==> src/rtl/uart_rx_fifo_if.sv <==
// uart_rx_fifo_if: CPU read port of the UART receive FIFO
interface uart_rx_fifo_if;
  logic        i_request;
  logic [31:0] o_rdata;
  logic        o_ready;
  logic        o_not_empty;
  modport master (output i_request, input o_rdata, o_ready, o_not_empty);
  modport slave  (input i_request, output o_rdata, o_ready, o_not_empty);
endinterface

==> src/rtl/uart_rx_fifo.sv <==
// uart_rx_fifo: 16x-oversampled 8N1 receiver feeding a read FIFO with sticky error flags
module uart_rx_fifo #(
  parameter int CLOCK_RATE = 50000000,
  parameter int BAUD_RATE  = 9600,
  parameter int FIFO_DEPTH = 16
) (
  input  logic          i_clock,
  input  logic          i_reset_n,
  uart_rx_fifo_if.slave bus,
  input  logic          UART_RX
);
  localparam int DIV_RAW = CLOCK_RATE / (BAUD_RATE * 16);
  localparam int DIV = DIV_RAW < 1 ? 1 : DIV_RAW;
  localparam int TW = $clog2(DIV + 1);
  localparam int AW = $clog2(FIFO_DEPTH);
  localparam int PW = AW + 1;
  typedef enum logic [2:0] {IDLE, START, DATA, STOP, BREAK} state_t;
  state_t        state_q;
  logic [3:0]    s_q;
  logic [2:0]    b_q;
  logic [7:0]    shift_q;
  logic [TW-1:0] tick_cnt_q, tick_cnt_d;
  logic          rx_meta_q, rx_meta_d, rx_s_q, rx_s_d;
  logic [PW-1:0] wp_q, wp_d, rp_q, rp_d;
  logic [7:0]    mem_q [FIFO_DEPTH];
  logic [31:0]   rdata_q, rdata_d;
  logic          busy_q, busy_d, fe_q, fe_d, ov_q, ov_d;
  logic          tick, leave_idle, push, fe_set, empty, full, rd_start, pop, wr;
  // Tick generation, stop-bit verdicts, FIFO pointers and the read handshake
  always_comb begin
    rx_meta_d = UART_RX;
    rx_s_d = rx_meta_q;
    tick = tick_cnt_q == TW'(DIV - 1);
    leave_idle = state_q == IDLE && !rx_s_q;
    tick_cnt_d = (leave_idle || tick) ? '0 : tick_cnt_q + TW'(1);
    push = state_q == STOP && tick && s_q == 4'd15 && rx_s_q;
    fe_set = state_q == STOP && tick && s_q == 4'd15 && !rx_s_q;
    empty = wp_q == rp_q;
    full = wp_q[AW] != rp_q[AW] && wp_q[AW-1:0] == rp_q[AW-1:0];
    rd_start = bus.i_request && !busy_q;
    pop = rd_start && !empty;
    wr = push && (!full || pop);
    wp_d = wp_q + PW'(wr);
    rp_d = rp_q + PW'(pop);
    busy_d = bus.i_request;
    fe_d = fe_set || (fe_q && !rd_start);
    ov_d = (push && !wr) || (ov_q && !rd_start);
    rdata_d = rd_start ? {21'b0, fe_q, ov_q, !empty, empty ? 8'h00 : mem_q[rp_q[AW-1:0]]} : rdata_q;
  end
  // Deframing FSM: counts oversample ticks and samples each bit at its midpoint
  always_ff @(posedge i_clock or negedge i_reset_n)
    if (!i_reset_n) begin
      state_q <= IDLE;
      s_q <= '0;
      b_q <= '0;
      shift_q <= '0;
    end else begin
      case (state_q)
        IDLE: if (!rx_s_q) begin
          state_q <= START;
          s_q <= '0;
        end
        START: if (tick) begin
          s_q <= s_q + 4'd1;
          if (s_q == 4'd7) begin
            s_q <= '0;
            b_q <= '0;
            state_q <= rx_s_q ? IDLE : DATA;
          end
        end
        DATA: if (tick) begin
          s_q <= s_q + 4'd1;
          if (s_q == 4'd15) begin
            shift_q[b_q] <= rx_s_q;
            b_q <= b_q + 3'd1;
            if (b_q == 3'd7) state_q <= STOP;
          end
        end
        STOP: if (tick) begin
          s_q <= s_q + 4'd1;
          if (s_q == 4'd15) state_q <= rx_s_q ? IDLE : BREAK;
        end
        BREAK: if (rx_s_q) state_q <= IDLE;
        default: state_q <= IDLE;
      endcase
    end
  // State registers for synchronizer, tick counter, FIFO pointers and read port
  always_ff @(posedge i_clock or negedge i_reset_n)
    if (!i_reset_n) begin
      rx_meta_q <= 1'b1;
      rx_s_q <= 1'b1;
      tick_cnt_q <= '0;
      wp_q <= '0;
      rp_q <= '0;
      rdata_q <= '0;
      busy_q <= 1'b0;
      fe_q <= 1'b0;
      ov_q <= 1'b0;
    end else begin
      rx_meta_q <= rx_meta_d;
      rx_s_q <= rx_s_d;
      tick_cnt_q <= tick_cnt_d;
      wp_q <= wp_d;
      rp_q <= rp_d;
      rdata_q <= rdata_d;
      busy_q <= busy_d;
      fe_q <= fe_d;
      ov_q <= ov_d;
    end
  // Byte storage, written only on accepted pushes
  always_ff @(posedge i_clock)
    if (wr) mem_q[wp_q[AW-1:0]] <= shift_q;
  assign bus.o_rdata = rdata_q;
  assign bus.o_ready = busy_q && bus.i_request;
  assign bus.o_not_empty = !empty;
endmodule
==> src/flat_wrapper.sv <==
// flat-port wrapper written by rule: the top's interface ports become plain ports
module uart_rx_fifo_flat 
#(
  parameter int CLOCK_RATE = 50000000,
  parameter int BAUD_RATE  = 9600,
  parameter int FIFO_DEPTH = 16
)
  (i_clock, i_reset_n, UART_RX, bus_i_request, bus_o_rdata, bus_o_ready, bus_o_not_empty);
  uart_rx_fifo_if bus_i ();
  input  logic i_clock;
  input  logic i_reset_n;
  input  logic UART_RX;
  input wire logic [$bits(bus_i.i_request)-1:0] bus_i_request;
  output wire logic [$bits(bus_i.o_rdata)-1:0] bus_o_rdata;
  output wire logic [$bits(bus_i.o_ready)-1:0] bus_o_ready;
  output wire logic [$bits(bus_i.o_not_empty)-1:0] bus_o_not_empty;
  assign bus_i.i_request = bus_i_request;
  assign bus_o_rdata = bus_i.o_rdata;
  assign bus_o_ready = bus_i.o_ready;
  assign bus_o_not_empty = bus_i.o_not_empty;
  uart_rx_fifo #(.CLOCK_RATE(CLOCK_RATE), .BAUD_RATE(BAUD_RATE), .FIFO_DEPTH(FIFO_DEPTH)) u_core (.i_clock(i_clock), .i_reset_n(i_reset_n), .bus(bus_i), .UART_RX(UART_RX));
endmodule
==> config.mk <==
export PLATFORM = sky130hd
export DESIGN_NAME = uart_rx_fifo_flat
export DESIGN_NICKNAME = d
export VERILOG_FILES = /design/src/rtl/uart_rx_fifo_if.sv /design/src/rtl/uart_rx_fifo.sv /design/src/flat_wrapper.sv
export SDC_FILE = /design/constraint.sdc
export NUM_CORES = 1
export LEC_CHECK = 0
export ABC_CLOCK_PERIOD_IN_PS = 6600
export CAP_MARGIN = 20
export CORE_ASPECT_RATIO = 0.9
export CORE_MARGIN = 8
export CORE_UTILIZATION = 60
export CTS_CLUSTER_DIAMETER = 40
export DETAILED_ROUTE_END_ITERATION = 7
export GPL_ROUTABILITY_DRIVEN = 0
export PLACE_DENSITY = 0.79
export SLEW_MARGIN = 0
export SYNTH_ARGS = -nofsm -noshare
export SYNTH_HDL_FRONTEND = slang
export SYNTH_SLANG_ARGS = --single-unit
==> constraint.sdc <==
create_clock -name i_clock -period 6.6 [get_ports i_clock]
set_input_delay 1.32 -clock i_clock [delete_from_list [all_inputs] [get_ports i_clock]]
set_output_delay 1.32 -clock i_clock [all_outputs]
set_load 0.01 [all_outputs]
==> impl_metrics.json <==
{
  "status": "finished, final reports clean",
  "clockRootBuffer": "clkbuf_16",
  "dpl.hpwl_mm": 9.66,
  "netlist_top_cells_count": "edfxtp_1, dfrtp_1, mux2i_1",
  "drt-initial-drc-count": 351,
  "p_clk_share_pct": 43.6,
  "synth-async-reset-ratio_pct": 29.3,
  "critPathArrivalTime_ps": 2920,
  "antenna_found_initial": 0,
  "die-height_um": 124,
  "postRouteAntennaNets": 0,
  "hold_path.class": "reg2reg",
  "worstPathMaxFanout": 52,
  "critPathMaxStageDelay_ps": 700,
  "placedCellCount": 681,
  "grt_max_degree": 54,
  "max_freq_ghz": 0.236,
  "synth.distinct_cells": 59,
  "drt-pass1-iter-count": 4,
  "initial_core_util_pct": 61.2,
  "grt_util_met2_pct": 29.5,
  "p_seq_share_pct": 55.6,
  "p_sw_uw": 437,
  "syn_area_per_cell_um2": 14.9,
  "synth-main-ff-cell": "edfxtp_1",
  "yosysWarnings": 0,
  "netlist.area_leader.share_pct": 49.5,
  "grt.total_usage_pct": 19.0,
  "relSlewSlack_pct": 36.6,
  "busiest_layer": "met2",
  "path_buf_inv": 2,
  "rows": 39,
  "cp-end-kind": "primary output",
  "fin_crit_sh_pct": 64.2,
  "drv_cap": 0,
  "final.setup.tns_ps": 0,
  "drive_above_1_share_pct": 13.9,
  "post_cts_buffers": 0,
  "stdcell_count": 716,
  "synthCells": 522,
  "die_w_um": 136,
  "final-setup-viol-count": 0,
  "clkTransAtPathRegs_ps": 70,
  "area_growth_pct": 10.1,
  "rr_startpoint": "u_core.tick_cnt_q[3]",
  "routed_via_density": 6.07,
  "tritoncts": "done",
  "p_leak_nw": 3.34,
  "ctsResizeCount": 0,
  "synth.area.top_cells": "edfxtp_1, dfrtp_1, mux2i_1",
  "p_comb_share_pct": 0.9,
  "drv_slew": 0,
  "clock_latency_ps": 430,
  "finClkSkew_ps": 8.20,
  "worstSetupPathType": "reg2out",
  "rsz0062_at_grt": "false",
  "cts_buffer_depth": 2,
  "hold_viol": 0,
  "p_int_mw": 1.74,
  "drc": 0,
  "ys_seq_area_share_pct": 66.6,
  "syn_area_mm2": 0.00777,
  "tightestPinTransition_ps": 943,
  "cts_buffers": 17,
  "synth-edff-count": 128,
  "rrSetupSlack_ps": 3360,
  "power_density_mw_per_mm2": 254,
  "cp_data_required_time_ps": 5280,
  "io_pins": 38,
  "cts.hold.buffers_added": 0,
  "critPathTopFamily": "buffers and inverters",
  "cp_cell_sequence": "buf_4, xnor2_1, nand4_1, or2_2, clkdlybuf4s50_1",
  "cp-startpoint": "u_core.rp_q[2]",
  "use_met3_pct": 4.52,
  "via_count": 4347,
  "dieArea_mm2": 0.0169,
  "switching_share_pct": 20.1,
  "yosys.area.top_type": "edfxtp_1",
  "synth.most_common_cell": "edfxtp_1",
  "grt_overflow": 0,
  "core_mm2": 0.0127,
  "cts_max_level": 4,
  "synth_seq_cells": 181,
  "use_met1_pct": 25.4,
  "clock_sinks": 181,
  "numPortBuffers": 16,
  "antenna_cells": 0,
  "fin_nets": 552,
  "hold_start": "u_core.rx_meta_q",
  "first_global_vias": 4287,
  "wl_per_cell_um": 20.9,
  "peakVddDrop_mv": 0.195,
  "crit_slowest_cell": "buf_4",
  "min_period_ps": 4240,
  "wl_mm": 14.9,
  "grt_pass1_wl_mm": 23.7,
  "start_kind": "flop"
}
-- worst paths after layout --
kind                       depth (start not counted)                  to
setup / recovery                                   5     bus_o_not_empty
hold / removal                                     0       u_core.rx_s_q
setup reg to reg                                   4  u_core.mem_q[5][5]
hold reg to reg                                    0       u_core.rx_s_q
max in group asynchronous                          2      u_core.rp_q[2]
min in group asynchronous                          2   u_core.state_q[0]
-- kinds of logic after synthesis --
logic type      count (synthesis)  synth area share [%]
fa+ha+maj                       9                  1.45
mux                            71                  11.9
buf+inv                        58                  4.03
xor+xnor                       20                  2.25
compound gates                 46                  4.43
flops                         181                  66.6
simple gates                  136                  9.31
other cells                     1                0.0483
-- flip-flops by register name, indices dropped and copies added (netlist names) --
name,count
u_core.b_q,3
u_core.bus.o_rdata,11
u_core.busy_q,1
u_core.fe_q,1
u_core.mem_q,128
u_core.ov_q,1
u_core.rp_q,5
u_core.rx_meta_q,1
u_core.rx_s_q,1
u_core.s_q,4
u_core.shift_q,8
u_core.state_q,3
u_core.tick_cnt_q,9
u_core.wp_q,5
-- final cells by class --
type | instances | area (um^2)
clock buffers | 20 | 437
multi-input cells | 303 | 2360
flip-flops and latches | 181 | 5170
clock inverters | 12 | 121
inverters | 11 | 41.3
well taps | 164 | 205
repair buffers | 25 | 218
fillers | 806 | 4130
-- routing by layer --
metal,part of all wire (%),up-vias
met5,0,-
met4,1.6,0
met3,6.5,24
met2,48,148
met1,44,2208
li1,-,1967
-- placed cells by master, fill, tap and decap left out, types with 3 or more instances in the layout --
cell               n
nand2_1           28
mux4_2            16
clkbuf_16         17
mux2_2            10
edfxtp_1         128
conb_1            21
nor3_1            14
o22ai_1           17
clkbuf_1           3
o2111ai_1          3
a21oi_1            4
and2_1            10
inv_6              3
o31ai_1            8
nor2b_1            4
inv_1             11
buf_2              3
mux2i_1           43
ha_1               9
xor2_1            11
nor4_1             4
clkinvlp_4         3
clkinv_4           3
xnor2_1            9
nand3_1            9
nor2_1            33
buf_4              6
dfrtp_1           50
nand4_1            8
nand2b_1           7
clkdlybuf4s50_1   15
-- power by group through the flow --
stage / Combinational (mW) / Sequential, mW / Clock (mW)
after CTS: 0.0184 / 1.21 / 0.962
after global routing: 0.0213 / 1.21 / 1.00
after global placement: 0.0180 / 1.23 / 0
after detailed placement: 0.0184 / 1.23 / 0
after floorplan: 0.0182 / 1.23 / 0
final: 0.0185 / 1.21 / 0.946
-- stage by stage --
step / setup slack, ps / instance area (um^2) / hold slack [ps] / utilization, % / total power [mW]
after floorplan: 3580 / 7850 / 345 / - / 1.25
after global routing: 2170 / 8560 / 362 / 67.4 / 2.23
after detailed placement: 2540 / 7980 / 347 / 62.9 / 1.25
after CTS: 2320 / 8540 / 361 / 67.3 / 2.19
after global placement: 2600 / 7980 / 350 / 62.9 / 1.25
final: 2360 / 8560 / 359 / 67.4 / 2.17
Note: power is estimated with default switching activity, not from simulation.
